`src/rtl/led_arbiter.sv`:
```
// led_arbiter: shares one LED among NUM_REQ requesters with a minimum hold time and blink generation.
// Define LED_RR_ARB_EN for round-robin arbitration with no higher-index preemption.
module led_arbiter #(
    parameter int CLK_HZ          = 12_000_000,
    parameter int TICK_HZ         = 1000,
    parameter int NUM_REQ         = 4,
    parameter int SLOW_HALF_TICKS = 500,
    parameter int FAST_HALF_TICKS = 125,
    parameter int MIN_HOLD_TICKS  = 250
) (
    input  logic                 clk,
    input  logic                 rst,
    input  logic [NUM_REQ-1:0]   req,
    input  logic [2*NUM_REQ-1:0] mode,
    output logic                 led,
    output logic [NUM_REQ-1:0]   grant,
    output logic                 busy
);
    localparam int DIV_T = CLK_HZ / TICK_HZ;
    localparam int DIV   = DIV_T < 1 ? 1 : DIV_T;
    localparam int PW    = DIV > 1 ? $clog2(DIV) : 1;
    localparam int HMAX  = SLOW_HALF_TICKS > FAST_HALF_TICKS ? SLOW_HALF_TICKS : FAST_HALF_TICKS;
    localparam int FW    = $clog2(HMAX + 1);
    localparam int HW    = MIN_HOLD_TICKS > 0 ? $clog2(MIN_HOLD_TICKS + 1) : 1;
    localparam int IW    = $clog2(NUM_REQ);

    typedef enum logic [1:0] {IDLE, HOLD, OWN} state_t;

    state_t               state_q, state_d;
    logic [PW-1:0]        presc_q, presc_d;
    logic [NUM_REQ-1:0]   req_q;
    logic [2*NUM_REQ-1:0] mode_in_q;
    logic [NUM_REQ-1:0]   grant_q, grant_d;
    logic [IW-1:0]        owner_q, owner_d;
    logic [1:0]           mode_q, mode_d;
    logic [FW-1:0]        phase_q, phase_d;
    logic [HW-1:0]        hold_q, hold_d;
    logic                 led_q, led_d;
    logic                 busy_q, busy_d;
    logic                 tick;
    logic                 owner_req;
    logic [1:0]           cur_mode;
    logic [FW-1:0]        half_m1;
    logic                 rearb;
    logic                 preempt;
    logic [IW-1:0]        win;

    assign tick  = presc_q == PW'(DIV - 1);
    assign led   = led_q;
    assign grant = grant_q;
    assign busy  = busy_q;

`ifdef LED_RR_ARB_EN
    // Search starts just past the last owner and wraps around.
    function automatic logic [IW-1:0] pick_rr(input logic [NUM_REQ-1:0] v, input logic [IW-1:0] ptr);
        logic          found;
        logic [IW-1:0] j;
        pick_rr = '0;
        found   = 1'b0;
        for (int k = 1; k <= NUM_REQ; k++) begin
            j = IW'((int'(ptr) + k) % NUM_REQ);
            if (!found && v[j]) begin
                pick_rr = j;
                found   = 1'b1;
            end
        end
    endfunction

    assign preempt = 1'b0;
    assign win     = pick_rr(req_q, owner_q);
`else
    function automatic logic [IW-1:0] pick_high(input logic [NUM_REQ-1:0] v);
        pick_high = '0;
        for (int i = 0; i < NUM_REQ; i++)
            if (v[i]) pick_high = IW'(i);
    endfunction

    always_comb begin
        preempt = 1'b0;
        for (int i = 0; i < NUM_REQ; i++)
            if (IW'(i) > owner_q && req_q[i]) preempt = 1'b1;
    end

    assign win = pick_high(req_q);
`endif

    always_comb begin
        presc_d   = tick ? '0 : presc_q + PW'(1);
        state_d   = state_q;
        grant_d   = grant_q;
        owner_d   = owner_q;
        mode_d    = mode_q;
        phase_d   = phase_q;
        hold_d    = hold_q;
        led_d     = led_q;
        rearb     = 1'b0;
        owner_req = req_q[owner_q];
        cur_mode  = owner_req ? mode_in_q[{owner_q, 1'b0} +: 2] : mode_q;
        half_m1   = mode_q[0] ? FW'(FAST_HALF_TICKS - 1) : FW'(SLOW_HALF_TICKS - 1);
        if (state_q == IDLE) begin
            rearb = |req_q;
        end else begin
            // A dropped owner keeps its last latched mode until the hold expires.
            mode_d = cur_mode;
            if (cur_mode != mode_q) begin
                phase_d = '0;
                led_d   = |cur_mode;
            end else if (!mode_q[1]) begin
                led_d = mode_q[0];
            end else if (tick && phase_q == half_m1) begin
                phase_d = '0;
                led_d   = !led_q;
            end else if (tick) begin
                phase_d = phase_q + FW'(1);
            end
            if (state_q == HOLD && tick) begin
                hold_d = hold_q == '0 ? '0 : hold_q - HW'(1);
                if (hold_q <= HW'(1)) state_d = OWN;
            end
            if (state_q == OWN) rearb = preempt || !owner_req;
        end
        if (rearb && |req_q) begin
            grant_d      = '0;
            grant_d[win] = 1'b1;
            owner_d      = win;
            mode_d       = mode_in_q[{win, 1'b0} +: 2];
            phase_d      = '0;
            hold_d       = HW'(MIN_HOLD_TICKS);
            led_d        = |mode_d;
            state_d      = MIN_HOLD_TICKS == 0 ? OWN : HOLD;
        end else if (rearb) begin
            grant_d = '0;
            phase_d = '0;
            hold_d  = '0;
            led_d   = 1'b0;
            state_d = IDLE;
        end
        busy_d = |grant_d;
    end

    always_ff @(posedge clk or posedge rst) begin
        if (rst) begin
            presc_q   <= '0;
            req_q     <= '0;
            mode_in_q <= '0;
            state_q   <= IDLE;
            grant_q   <= '0;
            owner_q   <= IW'(NUM_REQ - 1);
            mode_q    <= '0;
            phase_q   <= '0;
            hold_q    <= '0;
            led_q     <= 1'b0;
            busy_q    <= 1'b0;
        end else begin
            presc_q   <= presc_d;
            req_q     <= req;
            mode_in_q <= mode;
            state_q   <= state_d;
            grant_q   <= grant_d;
            owner_q   <= owner_d;
            mode_q    <= mode_d;
            phase_q   <= phase_d;
            hold_q    <= hold_d;
            led_q     <= led_d;
            busy_q    <= busy_d;
        end
    end
endmodule

```
`config.mk`:
```
export PLATFORM = sky130hd
export DESIGN_NAME = led_arbiter
export DESIGN_NICKNAME = d
export VERILOG_FILES = /design/src/rtl/led_arbiter.sv
export SDC_FILE = /design/constraint.sdc
export NUM_CORES = 1
export LEC_CHECK = 0
export ABC_AREA = 1
export CORE_MARGIN = 8
export CORE_UTILIZATION = 29
export DETAILED_ROUTE_END_ITERATION = 8
export GPL_TIMING_DRIVEN = 0
export PLACE_DENSITY_LB_ADDON = 0.15
export SLEW_MARGIN = 20
export SYNTH_ARGS = -nofsm -noshare
export SYNTH_HDL_FRONTEND = slang
export SYNTH_SLANG_ARGS = --single-unit
```
`constraint.sdc`:
```
create_clock -name clk -period 5.6 [get_ports clk]
set_input_delay 1.4 -clock clk [delete_from_list [all_inputs] [get_ports clk]]
set_output_delay 1.4 -clock clk [all_outputs]
set_load 0.01 [all_outputs]
```
==> results.txt, run 1 <==
Relative to the synthesized area, the layout overhead comes to 15.80%. The design draws 0.001590 W. The DRC violation total after the first TritonRoute iteration was 146.

The endpoint identified for the worst register-to-register timing path is led. The run gives 11.87 mm as the global-route wire length before repair. In the final routed layout, each cell accounts on average for 11.86 µm. The Yosys step of the flow raised 0 warnings. The share of the Yosys chip area taken by registers is 44.53%.

Setup repair after global routing left no endpoint under its margin. The analysis attributes to cell leakage a power of 1.706 nW. In the final layout, the multi-input gates occupy 1458 µm².

The run gives 2534 as the routed via count. The floorplan has 37 rows. Kind of cell adding the most delay to the critical path: buffers and inverters. The tree is rooted in a sky130_fd_sc_hd__clkbuf_8.

After layout, the worst path uses 47.50% of the clock period. For this run, the leading register cell type out of synthesis is sky130_fd_sc_hd__dfrtp_1. At the pin with the least slew margin, the transition time is 0.3758 ns. The clock transition time at the flip-flop clock pins of the worst setup and hold paths was 0.10 ns; the final estimated routing congestion in global placement was 0.7956. The final wirelength is 6.557 mm. In this run the post-CTS setup repair buffer count came out at 0.

The total overflow left after global routing is 0. The run gives 0 as the final number of max-transition violations. The library cells used most frequently in the layout, excluding fill and tap cells, are sky130_fd_sc_hd__nand2_1, sky130_fd_sc_hd__dfrtp_1, sky130_fd_sc_hd__inv_1. The floorplan step defined a core boundary enclosing 10370 µm². The run finished with clean final reports.

The worst register-to-register path has a setup slack of 3.49 ns. The maximum clock frequency is 0.3759 GHz. The type of origin of the critical path was a flip-flop. The worst slew margin relative to its limit came out at 74.92%. In the routed layout, each cell is associated on average with a via count of 4.582.

TritonCTS built the clock tree. The count of nets left with antenna violations once routing finished came out at 0. The number of antenna diodes came out at 0. The synthesized area per cell is 7.961 µm², and the initial antenna violation count is 0. The logs give 4.20 ns for the required time of the critical path and 0 for the count of hold-fix buffers inserted at cts. In this run the vertical extent of the chip is 119.3 µm. Synthesis inferred 55 register bits. In this run the tool buffered the top-level ports with 19 buffer cells.

The final worst clock skew was 0.008209 ns. Depth of the worst hold-timing path: 1. In this run the cell area of the synthesized design comes to 3097 µm².

The die covers 14240 µm². The count of distinct cell types in the synthesized netlist is 37, and the net count after synthesis is 408. In the final design database the tool counted 435 nets. Depth of the CTS H-tree: 2.

The critical path goes through clkdlybuf4s50_1. The run gives 0 as the final setup violation count. The number of buffers on the longest clock path came out at 2. The longest individual stage delay on the worst path is 0.56 ns, and the worst-path maximum fanout is 3. Class of the most critical hold timing path: flip-flop to flip-flop.

Clock tree synthesis found a total of 55 sinks. Count of fill cells added during filler insertion: 1121. Max-cap violations in this run came to 0. Before antenna repair, the detailed router went through 4 iterations.

Summed over all nets, the half-perimeter wirelength after detailed placement is 4.798 mm. The tools report the largest net degree at the start of global routing as 56. The maximum resistive drop on vdd was 0.0001636 V.

The run gives 2478 as the number of global-route vias before repair. Counting I/O delays and the setup requirement, the final critical path takes 2.660 ns. In this run the most critical hold path is launched from presc_q[0]. The sequential standard cell area is 1379 µm², and the number of synthesized flops with an enable pin is 0. 20 I/O pins were placed. The share of synthesized flip-flops with an asynchronous set or reset came out at 100.0%. The startpoint of the most critical setup path was led.

The end point of the worst hold path was presc_q[0]. In this run, CTS created clock tree buffers numbering 5. At the worst endpoint, the arrival time is 1.26 ns.

The quantity of gates resized following cts is 0. For this design the ratio of total power to cell area is 443.4 nW/µm². STA classifies the critical path endpoint as an output port. Of the cells placed in the final design, the portion with a size suffix greater than 1 is 14.39%. The most common cell after layout, fill and taps aside is sky130_fd_sc_hd__nand2_1. Category of the most critical setup path: flip-flop to output port.

Measured in cells, the most critical reg-to-reg path has a length of 10. At the later pin of the worst-skew pair, clock insertion delay measures 0.31 ns. Synthesis handed over a netlist of 389 instances. The die width is 119.3 µm, and the setup total negative slack is 0 ns.

The number of buffers and inverters on the critical path works out to 1. The initial cell density of the core was 29.86%; the overall routing resource usage was 9.885%. The logs give 0 for the residual DRC count and 0 for the total count of hold-check failures in the final report.

The tools report the reg-to-reg critical path startpoint as presc_q[0]. For this design, the slowest cell found on the critical path is sky130_fd_sc_hd__clkdlybuf4s50_1.
where the power goes:
part / switching [W] / leakage, nW / internal [W]
sequential: 0.0000686 / 0.670 / 0.000482
combinational: 0.000490 / 0.989 / 0.000314
clock: 0.000133 / 0.0474 / 0.000101
state kept, by name (all words and copies together), names as in the netlist, 2 cells and up:
signal / cells
presc_q: 14
phase_q: 9
hold_q: 8
mode_in_q: 8
grant: 4
req_q: 4
mode_q: 2
owner_q: 2
state_q: 2
metrics by stage:
| step | utilization [%] | hold WS [ns] | instances | setup WS (ns) | cell area, µm² |
|---|---|---|---|---|---|
| after CTS | 34.58 | 0.4790 | 553 | 2.910 | 3586 |
| after floorplan | - | 0.4329 | 389 | 2.860 | 3097 |
| after detailed placement | 33.63 | 0.4629 | 545 | 3.278 | 3487 |
| final | 34.58 | 0.4755 | 553 | 2.940 | 3586 |
| after global placement | 33.34 | 0.4586 | 544 | 1.696 | 3457 |
| after global routing | 34.58 | 0.5182 | 553 | 2.861 | 3586 |
how the worst max path moves through the flow:
stage,cells after the start,to
after floorplan,1,busy
after global placement,2,hold_q[4]
after detailed placement,1,led
after CTS,1,led
after global routing,1,led
final,1,led
layer usage:
layer	up-vias	track usage, %	wire length (µm)
met1	1175	13.05	3332
met3	6	2.220	226
met5	-	0	0
li1	1315	-	-
met2	38	15.77	2919
met4	0	3.044	77
cell usage after synthesis (6+ instances only):
master	count	area share [%]
sky130_fd_sc_hd__o21ai_1	6	0.97
sky130_fd_sc_hd__nor3_1	6	0.97
sky130_fd_sc_hd__nand2_2	17	3.4
sky130_fd_sc_hd__nand3_1	21	3.4
sky130_fd_sc_hd__nor2_1	45	5.5
sky130_fd_sc_hd__nand2_1	86	10
sky130_fd_sc_hd__a21oi_1	13	2.1
sky130_fd_sc_hd__o21ai_2	9	2.5
sky130_fd_sc_hd__nand4_1	16	3.2
sky130_fd_sc_hd__o21ai_0	16	2.6
sky130_fd_sc_hd__xor2_1	10	2.8
sky130_fd_sc_hd__inv_1	47	5.7
sky130_fd_sc_hd__dfrtp_1	53	43
cells by family (layout without fill, tap and decap cells):
group	Yosys count	count (layout)	synth area share [%]
AO/OA/AOI/OAI	56	56	11.27
AND/OR/NAND/NOR	203	203	30.38
buffers and inverters	58	86	8.404
adder cells (fa/ha/maj)	5	5	2.020
flip-flops	55	55	44.53
XOR/XNOR	12	12	3.394
final cells by class:
cell class,count,area share [%]
Buffer,8,1.884
Clock buffer,6,2.303
Clock inverter,2,0.4536
Inverter,50,5.443
Multi-Input combinational cell,276,40.65
Sequential cell,55,38.45
Tap cell,136,4.745
Timing Repair Buffer,20,6.071
(Power assumes the default switching activity.)
==> run 2: changes to the inputs <==
clock period = 2.5 ns   (was 5.6 ns; I/O delays follow)
==> results of run 2 <==
The final DEF is identical to that of run 1. Status: completed.
Among the figures that moved: setup slack after placement 3.278 ns -> 0.3641 ns; setup slack after layout 2.940 ns -> 0.3926 ns; start point of the critical path led -> presc_q[0]; register-to-register setup slack 3.49 ns -> 0.39 ns; total power 0.001590 W -> 0.003561 W; worst IR drop on VDD 0.0001636 V -> 0.0003664 V
==> run 3: changes to the inputs <==
clock period = 1.78 ns   (was 2.5 ns; I/O delays follow)
==> run 3 against run 2 <==
Effect of this change:
- the flow now finishes with violations (negative setup slack)
- first-iteration DRC count is 21% lower
- worst setup slack got worse by 0.55 ns
- critical path depth increased by 5
- largest cell class unchanged
- clock power is 35% higher
- largest power group unchanged
==> results.txt, run 3 (synthesis gave the netlist of run 1 again) <==
The run finished, with violations left. The checks that failed: negative setup slack. Root buffer cell: sky130_fd_sc_hd__clkbuf_8. The standard-cell row count is 37, and the via density per instance is 4.570. In this run the deepest clock path goes through 2 buffers. For this run, the top clock speed supported by timing is 0.5171 GHz. The share of the core filled with cells in the final layout was 40.96%.

IR analysis of the VDD net gives a maximum drop of 0.0006151 V. For the final estimated routing congestion in global placement, the log shows 0.8144. The tools report the residual DRC count as 0.

The library cell used most frequently in the layout, excluding fill and tap cells, is sky130_fd_sc_hd__nand2_1. The cell area after placement was 3503 µm². In this run the worst hold path is classified as input port to asynchronous set/reset pin.

The H-tree was split into 2 levels. Data on the critical path arrives at its endpoint at 2.18 ns. The multi-input combinational cells in the finished layout cover a total of 1718 µm². TritonCTS built the clock tree.

The cell leakage power was 1.990 nW. For the pin with the worst max-slew slack, the measured transition is 0.3423 ns. The worst slew margin relative to its limit came out at 77.09%.

The library cells used most frequently in the layout, excluding fill and tap cells, are sky130_fd_sc_hd__nand2_1, sky130_fd_sc_hd__dfrtp_1, sky130_fd_sc_hd__inv_1. Max-cap violations in this run came to 0. The critical path capture point type was a flip-flop. Clock-pin slew was measured on the worst setup and hold paths at 0.10 ns. In the final layout, the registers with the most flip-flops are presc_q: 14 flops, phase_q: 9 flops. For the number of global-route vias before repair, the log shows 2579. The die is 119.3 µm wide. Summing all non-filler instances in the final layout gives an area of 4248 µm². Along the worst path, the maximum fanout reaches 8.

The non-filler instance count after layout was 588; the overall routing resource usage was 10.58%. The register with the most flip-flops in the layout has 14 of them. The filler cells instantiated in the layout total 1074. The worst setup path is launched from a flip-flop. The number of nets in the finished design is 470. HPWL after detailed placement: 4.965 mm. In the final layout, flip-flops and latches occupy 1379 µm².

The die is 119.3 µm tall. For the number of clock sinks, the log shows 55. The total count of hold-check failures in the final report was 0. Setup repair after global routing could not meet its margin everywhere. The logs give 5 for the number of CTS-inserted buffers and 0 for the post-route antenna net violation count. Register name with the most flops: presc_q. The DRC violation total after the first TritonRoute iteration is 115. Setup violations remaining at the end of the flow were counted as 24. Power density over the cells: 1478 nW/µm².

For the final database, setup skew stands at 0.01377 ns. For the I/O pin count, the log shows 20. The final number of max-transition violations was 0; the largest net degree at the start of global routing was 23.

The area growth from synthesis to final layout is 37.17%, and the overall overflow remaining after global route is 0. The initial antenna violation count was 0; the number of antenna diodes was 0. The first detailed-routing pass ran for 4 iterations. The ratio of cells with drive above 1 in the final layout is 28.10%, and the average wire per standard cell is 12.98 µm.

The count of input and output buffers was 19; the total placed cells including tap cells was 546. The logs give 2.02 ns for the required time of the critical path and 29.86% for the initial cell density of the core. Detailed routing inserted a total of 2687 vias. For this block, the routed nets add up to 7.634 mm of wire. The worst path uses 108.6% of the clock period.

The global-route wire length before repair came out at 12.59 mm. The floorplan step defined a die boundary enclosing 14240 µm². The minimum setup slack after placement came out at -0.3593 ns. Subtracting the final worst setup slack from the clock period gives 1.934 ns. Final hold analysis gives a worst-case slack of 0.4252 ns. The logs give 10370 µm² for the core box area and -0.1538 ns for the post-layout worst setup margin.

Buffers inserted to repair hold after CTS numbered 0. By startpoint and endpoint, the worst setup path is classified as flip-flop to flip-flop. The clock reaches the later pin of the worst-skew pair after 0.31 ns.
==> run 3: cell types whose count changed in the layout (fill, tap and decap cells not counted), moves of 6 or more <==
cell,before,now
sky130_fd_sc_hd__buf_4,0,22
sky130_fd_sc_hd__nor2_1,45,34
sky130_fd_sc_hd__nand2_1,86,78
sky130_fd_sc_hd__nor2_4,0,8
sky130_fd_sc_hd__buf_12,1,8
sky130_fd_sc_hd__o21ai_0,16,10
==> run 3: repair_timing <==
action,CTS,global route
pin swaps,5,14
setup buffers,14,14
cloned,1,5
gates resized for setup,27,52
endpoints found under the setup margin,27,33
==> run 3: routing by layer <==
metal	routed length (µm)	part of all wire, %	vias up	track usage [%]
li1	-	-	1382	-
met1	3781	50	1258	14.27
met2	3580	47	41	16.72
met3	183	2.4	6	1.937
met4	89	1.2	0	3.513
met5	0	0	-	0
==> run 3: final cells by class <==
type	instances	area share, %
Buffer	8	2.563
Clock buffer	6	1.708
Clock inverter	2	0.2946
Inverter	50	4.919
Multi-Input combinational cell	277	40.44
Sequential cell	55	32.46
Tap cell	136	4.006
Timing Repair Buffer	54	13.61
==> run 3: metrics by stage <==
step | setup TNS, ns | power, W
3_3_place_gp | -11.24 | 0.004341
2_1_floorplan | -0.2837 | 0.003703
3_5_place_dp | -6.593 | 0.004361
4_1_cts | -2.265 | 0.005554
6_report | -2.359 | 0.006277
5_1_grt | -5.321 | 0.006745
==> run 3: report_power, final <==
part / internal (W) / switching (W) / total (W)
clock: 0.000277 / 0.000431 / 0.000708
sequential: 0.00152 / 0.000226 / 0.00174
combinational: 0.00183 / 0.00199 / 0.00383
total: 0.00362 / 0.00265 / 0.00628
==> run 3: critical path, stage by stage, from the launching register on <==
cell and delay [ns]:
sky130_fd_sc_hd__dfstp_2 0.55, sky130_fd_sc_hd__buf_6 0.13, sky130_fd_sc_hd__inv_6 0.05, sky130_fd_sc_hd__nand2_2 0.05
sky130_fd_sc_hd__nand3_2 0.07, sky130_fd_sc_hd__nand2_4 0.11, sky130_fd_sc_hd__nand2_2 0.05, sky130_fd_sc_hd__nand2_2 0.08
sky130_fd_sc_hd__nand2_4 0.07, sky130_fd_sc_hd__buf_12 0.15, sky130_fd_sc_hd__a21oi_4 0.13, sky130_fd_sc_hd__nand2_4 0.08
sky130_fd_sc_hd__nand2_8 0.10, sky130_fd_sc_hd__clkbuf_16 0.16, sky130_fd_sc_hd__nand2_2 0.05, sky130_fd_sc_hd__o21ai_2 0.05
==> run 3: path summary, 6_finish.rpt <==
kind / startpoint / to / slack (ns) / cells after the start
hold reg to reg: presc_q[7] / presc_q[7] / 0.51 / 2
max in group asynchronous: rst / owner_q[1] / 0.68 / 4
setup reg to reg: owner_q[0] / phase_q[6] / -0.15 / 15
hold / removal: rst / grant[2] / 0.43 / 2
setup / recovery: owner_q[0] / phase_q[6] / -0.15 / 15
min in group clk: presc_q[7] / presc_q[7] / 0.51 / 2
